`config.mk`:
```
export PLATFORM = sky130hd
export DESIGN_NAME = load_store_unit
export DESIGN_NICKNAME = d
export VERILOG_FILES = /design/src/rtl/lsu_pkg.sv /design/src/rtl/lsu_align.sv /design/src/rtl/load_store_unit.sv
export SDC_FILE = /design/constraint.sdc
export NUM_CORES = 1
export LEC_CHECK = 0
export ABC_CLOCK_PERIOD_IN_PS = 4000
export BUFFER_PORTS_ARGS = -buffer_cell sky130_fd_sc_hd__buf_4
export CORE_UTILIZATION = 50
export DETAILED_ROUTE_END_ITERATION = 16
export PLACE_DENSITY = 0.79
export SYNTH_ARGS = -nofsm -noshare
export SYNTH_HDL_FRONTEND = slang
export SYNTH_HIERARCHICAL = 1
export SYNTH_SLANG_ARGS = --single-unit
```
`constraint.sdc`:
```
create_clock -name clk -period 4 [get_ports clk]
set_input_delay 0 -clock clk [delete_from_list [all_inputs] [get_ports clk]]
set_output_delay 0 -clock clk [all_outputs]
set_load 0.02 [all_outputs]
```
`src/rtl/lsu_pkg.sv`:
```
// Shared types and helpers for the load/store unit: FSM state encoding,
// RV32I load/store width codes, byte-mask and legality helpers.
// Optional feature macro used by the unit: LSU_MISALIGNED_EN.
package lsu_pkg;

  typedef enum logic [1:0] {
    ST_IDLE = 2'd0,
    ST_ACC0 = 2'd1,
    ST_ACC1 = 2'd2,
    ST_RESP = 2'd3
  } lsu_state_t;

  localparam logic [2:0] F3_B  = 3'b000;
  localparam logic [2:0] F3_H  = 3'b001;
  localparam logic [2:0] F3_W  = 3'b010;
  localparam logic [2:0] F3_BU = 3'b100;
  localparam logic [2:0] F3_HU = 3'b101;

  // Unshifted byte mask for the access width encoded in funct3[1:0].
  function automatic logic [3:0] size_mask(input logic [2:0] funct3);
    case (funct3[1:0])
      2'b00:   size_mask = 4'b0001;
      2'b01:   size_mask = 4'b0011;
      default: size_mask = 4'b1111;
    endcase
  endfunction

  // Stores only have signed-width codes; loads also have the unsigned ones.
  function automatic logic funct3_legal(input logic is_store, input logic [2:0] funct3);
    case (funct3)
      F3_B, F3_H, F3_W: funct3_legal = 1'b1;
      F3_BU, F3_HU:     funct3_legal = !is_store;
      default:          funct3_legal = 1'b0;
    endcase
  endfunction

endpackage

```
`src/rtl/lsu_align.sv`:
```
// Combinational lane logic for the load/store unit: byte enables, store
// data positioning, load merge across two words and sign/zero extension.
// With LSU_MISALIGNED_EN defined the second-word (ACC1) datapath exists.
module lsu_align
  import lsu_pkg::*;
(
`ifdef LSU_MISALIGNED_EN
  input  logic [31:0] i_hi_word,
  output logic [3:0]  o_be1,
  output logic [31:0] o_wdata1,
`endif
  input  logic        i_is_store,
  input  logic [2:0]  i_funct3,
  input  logic [1:0]  i_off,
  input  logic [31:0] i_wdata,
  input  logic [31:0] i_lo_word,
  output logic        o_illegal,
  output logic        o_split,
  output logic [3:0]  o_be0,
  output logic [31:0] o_wdata0,
  output logic [31:0] o_rdata
);

  logic [7:0]  w_mask8;
  logic [4:0]  w_sh_lo;
  logic [31:0] w_merged;

  // Mask over two consecutive words; the upper nibble is the spill into word+4.
  assign w_mask8   = {4'b0000, size_mask(i_funct3)} << i_off;
  assign w_sh_lo   = {i_off, 3'b000};
  assign o_split   = |w_mask8[7:4];
  assign o_be0     = w_mask8[3:0];
  assign o_wdata0  = i_wdata << w_sh_lo;
  assign o_illegal = !funct3_legal(i_is_store, i_funct3);

`ifdef LSU_MISALIGNED_EN
  logic [5:0] w_sh_hi;

  // Only meaningful when split, so off is 1..3 and the shift is 8..24.
  assign w_sh_hi  = {3'd4 - {1'b0, i_off}, 3'b000};
  assign o_be1    = w_mask8[7:4];
  assign o_wdata1 = i_wdata >> w_sh_hi;
  assign w_merged = (i_lo_word >> w_sh_lo) | (o_split ? (i_hi_word << w_sh_hi) : 32'h0);
`else
  assign w_merged = i_lo_word >> w_sh_lo;
`endif

  // Mask the merged word to the access width and extend per funct3.
  // NOTE: assigning a default before the case keeps this purely combinational (no latch).
  always_comb begin
    o_rdata = w_merged;
    case (i_funct3)
      F3_B:    o_rdata = {{24{w_merged[7]}}, w_merged[7:0]};
      F3_H:    o_rdata = {{16{w_merged[15]}}, w_merged[15:0]};
      F3_BU:   o_rdata = {24'h0, w_merged[7:0]};
      F3_HU:   o_rdata = {16'h0, w_merged[15:0]};
      default: o_rdata = w_merged;
    endcase
  end

endmodule

```
`src/rtl/load_store_unit.sv`:
```
// MEM-stage load/store unit: accepts one request at a time, drives the data
// memory port with registered outputs and returns a one-cycle response.
// Define LSU_MISALIGNED_EN to perform word-crossing accesses as two memory
// cycles; otherwise such requests complete immediately with resp_err.
module load_store_unit
  import lsu_pkg::*;
(
  input  logic        clk,
  input  logic        reset,
  input  logic        req_valid,
  output logic        req_ready,
  input  logic        req_is_store,
  input  logic [2:0]  req_funct3,
  input  logic [31:0] req_addr,
  input  logic [31:0] req_wdata,
  output logic        resp_valid,
  output logic [31:0] resp_rdata,
  output logic        resp_err,
  output logic [31:0] data_addr,
  output logic [31:0] data_write,
  output logic [3:0]  data_write_byte,
  input  logic [31:0] data_read
);

  lsu_state_t  r_state;
  logic        r_is_store;
  logic [2:0]  r_funct3;
  logic [1:0]  r_off;
  logic [31:0] r_data_addr;
  logic [31:0] r_data_write;
  logic [3:0]  r_data_write_byte;
  logic        r_resp_valid;
  logic        r_resp_err;
  logic [31:0] r_resp_rdata;

  logic        w_idle;
  logic        w_is_store;
  logic [2:0]  w_funct3;
  logic [1:0]  w_off;
  logic [31:0] w_wdata;
  logic [31:0] w_lo_word;
  logic        w_illegal;
  logic        w_split;
  logic [3:0]  w_be0;
  logic [31:0] w_wdata0;
  logic [31:0] w_rdata;
  logic        w_err;

  // The aligner sees the live request while idle and the latched one afterwards.
  assign w_idle     = (r_state == ST_IDLE);
  assign w_is_store = w_idle ? req_is_store : r_is_store;
  assign w_funct3   = w_idle ? req_funct3   : r_funct3;
  assign w_off      = w_idle ? req_addr[1:0] : r_off;

`ifdef LSU_MISALIGNED_EN
  logic [31:0] r_wdata;
  logic [31:0] r_word0;
  logic [3:0]  w_be1;
  logic [31:0] w_wdata1;

  assign w_wdata   = w_idle ? req_wdata : r_wdata;
  assign w_lo_word = (r_state == ST_ACC1) ? r_word0 : data_read;
  assign w_err     = w_illegal;
`else
  assign w_wdata   = req_wdata;
  assign w_lo_word = data_read;
  assign w_err     = w_illegal | w_split;
`endif

  lsu_align u_align (
`ifdef LSU_MISALIGNED_EN
    .i_hi_word  (data_read),
    .o_be1      (w_be1),
    .o_wdata1   (w_wdata1),
`endif
    .i_is_store (w_is_store),
    .i_funct3   (w_funct3),
    .i_off      (w_off),
    .i_wdata    (w_wdata),
    .i_lo_word  (w_lo_word),
    .o_illegal  (w_illegal),
    .o_split    (w_split),
    .o_be0      (w_be0),
    .o_wdata0   (w_wdata0),
    .o_rdata    (w_rdata)
  );

  // Request FSM with registered memory-port and response outputs.
  // NOTE: sequential state uses non-blocking assignments so every register sees pre-edge values.
  always_ff @(posedge clk or posedge reset) begin
    if (reset) begin
      r_state           <= ST_IDLE;
      r_is_store        <= 1'b0;
      r_funct3          <= 3'b000;
      r_off             <= 2'b00;
      r_data_addr       <= 32'h0;
      r_data_write      <= 32'h0;
      r_data_write_byte <= 4'b0000;
      r_resp_valid      <= 1'b0;
      r_resp_err        <= 1'b0;
      r_resp_rdata      <= 32'h0;
`ifdef LSU_MISALIGNED_EN
      r_wdata           <= 32'h0;
      r_word0           <= 32'h0;
`endif
    end else begin
      case (r_state)
        ST_IDLE: begin
          if (req_valid) begin
            r_is_store <= req_is_store;
            r_funct3   <= req_funct3;
            r_off      <= req_addr[1:0];
`ifdef LSU_MISALIGNED_EN
            r_wdata    <= req_wdata;
`endif
            if (w_err) begin
              r_state      <= ST_RESP;
              r_resp_valid <= 1'b1;
              r_resp_err   <= 1'b1;
              r_resp_rdata <= 32'h0;
            end else begin
              r_state           <= ST_ACC0;
              r_data_addr       <= {req_addr[31:2], 2'b00};
              r_data_write_byte <= req_is_store ? w_be0 : 4'b0000;
              r_data_write      <= req_is_store ? w_wdata0 : 32'h0;
            end
          end
        end
        ST_ACC0: begin
`ifdef LSU_MISALIGNED_EN
          if (w_split) begin
            r_state           <= ST_ACC1;
            r_word0           <= data_read;
            r_data_addr       <= r_data_addr + 32'd4;
            r_data_write_byte <= r_is_store ? w_be1 : 4'b0000;
            r_data_write      <= r_is_store ? w_wdata1 : 32'h0;
          end else
`endif
          begin
            r_state           <= ST_RESP;
            r_data_addr       <= 32'h0;
            r_data_write      <= 32'h0;
            r_data_write_byte <= 4'b0000;
            r_resp_valid      <= 1'b1;
            r_resp_err        <= 1'b0;
            r_resp_rdata      <= r_is_store ? 32'h0 : w_rdata;
          end
        end
`ifdef LSU_MISALIGNED_EN
        ST_ACC1: begin
          r_state           <= ST_RESP;
          r_data_addr       <= 32'h0;
          r_data_write      <= 32'h0;
          r_data_write_byte <= 4'b0000;
          r_resp_valid      <= 1'b1;
          r_resp_err        <= 1'b0;
          r_resp_rdata      <= r_is_store ? 32'h0 : w_rdata;
        end
`endif
        ST_RESP: begin
          r_state      <= ST_IDLE;
          r_resp_valid <= 1'b0;
          r_resp_err   <= 1'b0;
          r_resp_rdata <= 32'h0;
        end
        default: r_state <= ST_IDLE;
      endcase
    end
  end

  assign req_ready       = w_idle && !reset;
  assign resp_valid      = r_resp_valid;
  assign resp_err        = r_resp_err;
  assign resp_rdata      = r_resp_rdata;
  assign data_addr       = r_data_addr;
  assign data_write      = r_data_write;
  assign data_write_byte = r_data_write_byte;

endmodule

```
Word-level counts from Yosys, hierarchy flattened

Cells that the tools add are included.

Equality and inequality tests: 10
Shift operators: 3
Muxes and demuxes: 28
Bitwise gates (word level): 1
Reduce and logical (&&, ||, !) cells: 18

Operators with widths:

| cell                                                             | number |
|---|---|
| 32-bit two-way mux                                               | 8 |
| 32-bit case mux with 2 select lines                              | 2 |
| 32-bit case mux with 4 select lines                              | 1 |
| 32-bit case mux with 3 select lines                              | 1 |
| 32-bit by 5-bit << shifter with 32-bit output                    | 1 |
| 32-bit by 5-bit right shift with 32-bit output                   | 1 |
| 4-bit case mux with 2 select lines                               | 2 |
| 4-bit two-way mux                                                | 3 |
| 3-bit AND reduction                                              | 3 |
| 4-bit by 2-bit << shifter with 8-bit output                      | 1 |
| 3-bit == test (second input constant)                            | 2 |
| 2-bit two-way mux                                                | 3 |
| 2-bit by 1-bit == test with 1-bit output (second input constant) | 2 |
| 2-bit zero test                                                  | 2 |
| 2-bit inequality test (second input constant)                    | 2 |
| 1-bit case mux with 2 select lines                               | 2 |
| 2-bit case mux with 2 select lines                               | 1 |
| 2-bit nonzero test                                               | 2 |
| 2-bit OR reduction                                               | 2 |
| 4-bit OR reduction                                               | 1 |
| 3-bit by 1-bit == test with 1-bit output (second input constant) | 1 |
| 3-bit by 2-bit == test with 1-bit output (second input constant) | 1 |
| 1-bit zero test                                                  | 3 |
| 3-bit zero test                                                  | 1 |
| 10 further kinds                                                 | 12 |

Flip-flop bits (word level): 110
Input port bits: 103
Output and inout port bits: 103
Word-level logic and storage cells: 70

Depth between registers and ports, before layout

Word-level depth: 10
Mapped depth: 12
Depth with buffers taken out: 7

Hierarchy

The synthesis kept the hierarchy.

By module, submodules not included:

| module          | instances | cells an instance | area an instance (µm²) | sequential area each (µm²) |
|---|---|---|---|---|
| load_store_unit | 1         | 378               | 4291.6                 | 2702.6 |
| lsu_align       | 1         | 208               | 1406.3                 | 0.0 |

Least setup slack after synthesis

OpenSTA, ideal clock, no wires.

Path type: register -> register
Start point: register r_state[0]
End point: register r_data_addr[10] (netlist: data_addr[10])
Setup time: 0.136 ns
Data arrival time: 2.874 ns
Data required time: 3.864 ns
Slack: 0.990 ns
Cell stages (with the launch flop): 13
Path buffers: 6
Clock period less this slack: 3.010 ns
Path through: dfrtp_1 > buf_2 > nor2_2 > mux2_2 > buf_4 > buf_2 > buf_2 > a22o_1 > or4b_1 > buf_2 > buf_6 > nand2_1 > a21oi_1

Elaborated cells on any way between the ends: 26
Those cells by class: 8 x eq/ne; 1 x shift; 6 x mux; 1 x bitwise; 10 x reduce/logical

RTL lines:

| item                                        | RTL line               | source |
|---|---|---|
| start: declaration                          | load_store_unit.sv:25  | `lsu_state_t r_state;` |
| start signal: assignment                    | load_store_unit.sv:92  | `r_state <= ST_IDLE;` |
| start signal: assignment                    | load_store_unit.sv:117 | `r_state <= ST_RESP;` |
| start signal: assignment                    | load_store_unit.sv:122 | `r_state <= ST_ACC0;` |
| 2-bit zero test                             | load_store_unit.sv:50  | `assign w_idle = (r_state == ST_IDLE);` |
| 2-bit two-way mux                           | load_store_unit.sv:53  | `assign w_off = w_idle ? req_addr[1:0] : r_off;` |
| via w_off[1]                                | load_store_unit.sv:39  | `logic [1:0] w_off;` |
| 4-bit by 2-bit << shifter with 8-bit output | lsu_align.sv:29        | `assign w_mask8 = {4'b0000, size_mask(i_funct3)} << i_off;` |
| 4-bit OR reduction                          | lsu_align.sv:31        | `assign o_split = \|w_mask8[7:4];` |
| via w_split                                 | load_store_unit.sv:43  | `logic w_split;` |
| 1-bit bitwise OR                            | load_store_unit.sv:67  | `assign w_err = w_illegal \| w_split;` |
| 2-bit inequality test (no source line)      | --                     |  |
| 3-bit AND reduction (no source line)        | --                     |  |
| end signal: assignment                      | load_store_unit.sv:123 | `r_data_addr <= {req_addr[31:2], 2'b00};` |
| end: declaration                            | load_store_unit.sv:29  | `logic [31:0] r_data_addr;` |

The timed path passes the listed nets, and every way through them passes these cells.
A chain may end at the register's enable or synchronous reset.

Worst setup path after layout

Start point: register r_state[1]
End point: register r_data_addr[15] (netlist: data_addr[15])

Longest elaborated chain between the ends: 9
Elaborated cells on any way between the ends: 26
Those cells by class: 8 x eq/ne; 1 x shift; 6 x mux; 1 x bitwise; 10 x reduce/logical

Ends and longest elaborated chain:

| item                                                                               | RTL line              | source |
|---|---|---|
| 2-bit zero test (*)                                                                | load_store_unit.sv:50 |  |
| 3-bit two-way mux (*)                                                              | load_store_unit.sv:52 | `assign w_funct3 = w_idle ? req_funct3 : r_funct3;` |
| via w_funct3[0]                                                                    | load_store_unit.sv:38 | `logic [2:0] w_funct3;` |
| 2-bit by 1-bit == test with 1-bit output / 2-bit zero test (equally long branches) | lsu_pkg.sv:21         | `case (funct3[1:0])` |
| 4-bit case mux with 2 select lines (*)                                             | lsu_pkg.sv:21         |  |
| 4-bit by 2-bit << shifter with 8-bit output (*)                                    | lsu_align.sv:29       |  |
| 4-bit OR reduction (*)                                                             | lsu_align.sv:31       |  |
| via w_split                                                                        | load_store_unit.sv:43 |  |
| 1-bit bitwise OR (*)                                                               | load_store_unit.sv:67 |  |
| 2-bit inequality test (no source line) (*)                                         | --                    |  |
| 3-bit AND reduction (no source line) (*)                                           | --                    |  |

Mark *: on every way through the listed nets, which the timed path passes. The rest lies on a longest branch.

==> flow_metrics.env <==
export IMPL_worst_slew_pin_slew_ns=1.315
export IMPL_gr_usage_met2_pct=45.03
export IMPL_instances_no_fill=935
export IMPL_wirelength_um=16800
export IMPL_setup_viol=0
export IMPL_syn_area_per_cell_um2=9.723
export IMPL_layout_worst_path_cycle_share_pct=80.16
export IMPL_finish_instance_area_mm2=0.007780
export IMPL_cts_buffer_depth=2
export IMPL_gp_congestion=0.9173
export IMPL_drc=0
export IMPL_io_buffers=203
export IMPL_min_from="req_wdata[0]"
export IMPL_yosys_warnings=6
export IMPL_report_final_slew_viol_count=0
export IMPL_crit_arrival_ns=3.37
export IMPL_gr_total_overflow=0
export IMPL_synth_fa_ha_area_share_pct=0
export IMPL_cts_tree="built"
export IMPL_timing_rr_start="r_state[1]"
export IMPL_synth_cell_area_mm2=0.005698
export IMPL_synth_simple_area_share_pct=16.14
export IMPL_diodes=0
export IMPL_period_minus_slack_ns=3.206
export IMPL_num_io_pins=206
export IMPL_post_cts_repair_setup_buffers=0
export IMPL_final_util_pct=70.84
export IMPL_rsz0062_at_grt="false"
export IMPL_fmax_ghz=0.3119
export IMPL_nNetsFinal=894
export IMPL_cts_htree_levels=3
export IMPL_grt_pass1_wl_um=25630
export IMPL_muxShareOfSynthArea_pct=8.937
export IMPL_synthCells=586
export IMPL_drtPass1Iterations=5
export IMPL_powerDensity_mw_per_mm2=833.2
export IMPL_setup_tns_ns=0
export IMPL_max_slew_margin_pct=12.06
export IMPL_path_max_fanout=53
export IMPL_busiest_layer="met2"
export IMPL_layout_commonest_cell="buf_4"
export IMPL_wl_per_cell_um=17.96
export IMPL_grt_pass1_vias=4916
export IMPL_yosysUniqueCellTypes=40
export IMPL_hold_violations=0
export IMPL_post_dp_hpwl_um=11430
export IMPL_cts_root_buf="clkbuf_16"
export IMPL_status="finished clean"
export IMPL_vias=5314
export IMPL_synthArstFlopShare_pct=100.0
export IMPL_cts_resized=0
export IMPL_crit_start="r_state[1]"
export IMPL_worstSetupPathType="reg2reg"
export IMPL_synth_seq_area_share_pct=47.43
export IMPL_max_cap_violations=0
export IMPL_initial_utilization_pct=51.88
export IMPL_cts_sinks=108
export IMPL_ant_nets=0
export IMPL_dieArea_mm2=0.01183
export IMPL_p_leak_uw=0.003749
export IMPL_min_path_type="in2reg"
export IMPL_dpl_cell_area_mm2=0.007118
export IMPL_crit_required_ns=4.17
export IMPL_clk_latency_ns=0.35
export IMPL_use_met3_pct=7.233
export IMPL_finalClockSkew_ns=0.007089
export IMPL_viasPerCell=5.683
export IMPL_p_total_uw=6482
export IMPL_ir_worst_vdd_uv=490.6
export IMPL_layout_common_cells="211 x buf_4, 108 x dfrtp_1, 107 x nand2_1"
export IMPL_synth_top_family_by_area="compound AO/OA/AOI/OAI gates"
export IMPL_die_height_um=108.8
export IMPL_endpoint_kind="flip-flop"
export IMPL_cp_start_kind="flip-flop"
export IMPL_path_clk_slew_ns=0.07
export IMPL_met1_usage_pct=36.73
export IMPL_grt_max_degree=77
export IMPL_post_route_cells_drive_above_1_share_pct=33.46
export IMPL_synthFlopType="dfrtp_1"
export IMPL_antenna_found_initial=0
export IMPL_nFillCells=794
export IMPL_synth_xor_area_share_pct=0
export IMPL_drtIter0Drc=426
export IMPL_synth_edf_count=0
export IMPL_area_growth_pct=36.54
export IMPL_die_width_um=108.8
export IMPL_synth_compound_area_share_pct=20.79
export IMPL_core_mm2=0.01098
export IMPL_track_usage_pct=28.31
export IMPL_ys_seq_elements=108
export IMPL_dp_cells=883
export IMPL_rows=38
export IMPL_cts_buffers=9
## state kept, by name (all words and copies together), names as in the netlist
register / count
data_addr: 30
data_write: 32
data_write_byte: 4
r_funct3: 3
r_is_store: 1
r_off: 2
r_state: 2
resp_err: 1
resp_rdata: 32
resp_valid: 1
## logic make-up (layout without fill, tap and decap cells)
kind of cell | Yosys count | in the layout
other | 1 | 2
DFF | 108 | 108
and+or+nand+nor | 195 | 195
muxes | 48 | 48
buffers and inverters | 59 | 267
AOI/OAI and AO/OA | 175 | 175
## final cells by class
cell class                 instances  area (µm²)  share of cell area, %
clock buffer                      11       242.7                  3.120
tap                              140       175.2                  2.252
timing repair buffer             248        1954                  25.12
sequential                       108        2703                  34.74
multi-input combinational        420        2639                  33.92
clock inverter                     4       48.80                 0.6272
inverter                           4       17.52                 0.2252
## per-layer routing
| layer | wire (µm) | share of wire, % |
|---|---|---|
| met1 | 7021 | 42 |
| met2 | 7958 | 47 |
| met3 | 1321 | 7.9 |
| met4 | 493 | 2.9 |
| met5 | 0 | 0 |
## cell usage after synthesis (all sizes together), types with 2 or more instances
| cell type | count | area, µm² |
|---|---|---|
| nor2 | 18 | 70.07 |
| clkbuf | 18 | 67.56 |
| inv | 4 | 15.01 |
| or2 | 10 | 62.56 |
| nor2b | 16 | 107.6 |
| a21oi | 73 | 369.1 |
| nand3 | 23 | 115.1 |
| nand2b | 4 | 25.02 |
| and2 | 10 | 62.56 |
| a211oi | 15 | 112.6 |
| o21a | 2 | 15.01 |
| nand2 | 107 | 401.6 |
| nor3b | 2 | 20.02 |
| mux2i | 34 | 340.3 |
| a21o | 2 | 15.01 |
| mux2 | 13 | 146.4 |
| nor3 | 2 | 15.01 |
| dfrtp | 108 | 2703 |
| buf | 37 | 295.3 |
| a31oi | 8 | 50.05 |
| a22o | 46 | 402.9 |
| o21ai | 19 | 95.09 |
| o22ai | 8 | 100.1 |
## worst paths after layout
| check | endpoint | slack [ns] | depth (start not counted) |
|---|---|---|---|
| setup / recovery | data_addr[15] | 0.79 | 8 |
| min in group asynchronous | resp_valid | 0.43 | 3 |
| hold / removal | data_write[0] | 0.007 | 3 |
| max in group asynchronous | resp_rdata[1] | 2.60 | 4 |
| hold reg to reg | resp_valid | 0.49 | 1 |
| setup reg to reg | data_addr[15] | 0.79 | 8 |
## power breakdown
group,internal [µW],leakage [µW],switching (µW)
clock,500,0.000146,395
sequential,1510,0.00146,277
combinational,1520,0.00214,2280
total,3530,0.00375,2950
## worst max-delay path: stages (launching register included)
cell and delay, ns:
dfrtp_1 0.52, nor2_2 0.34, mux2_2 0.48, a21o_1 0.21, a22o_1 0.25, or4b_2 0.65, buf_4 0.31, nand2_1 0.14
a21oi_1 0.09
## metrics by stage
step	setup slack, ns	hold WS (ns)
CTS	0.8191	0.003298
global route	0.6470	0.008129
global placement	0.9575	0.2498
floorplan	0.9900	0.07955
detailed placement	0.8290	0.2517
finish	0.7938	0.006915
## repair_timing
item | CTS | global route
hold endpoints to repair | 111 | 0
hold buffers | 37 | 0
endpoints found under the setup margin | 0 | 0
No activity file was read; power rests on OpenSTA's default activity.
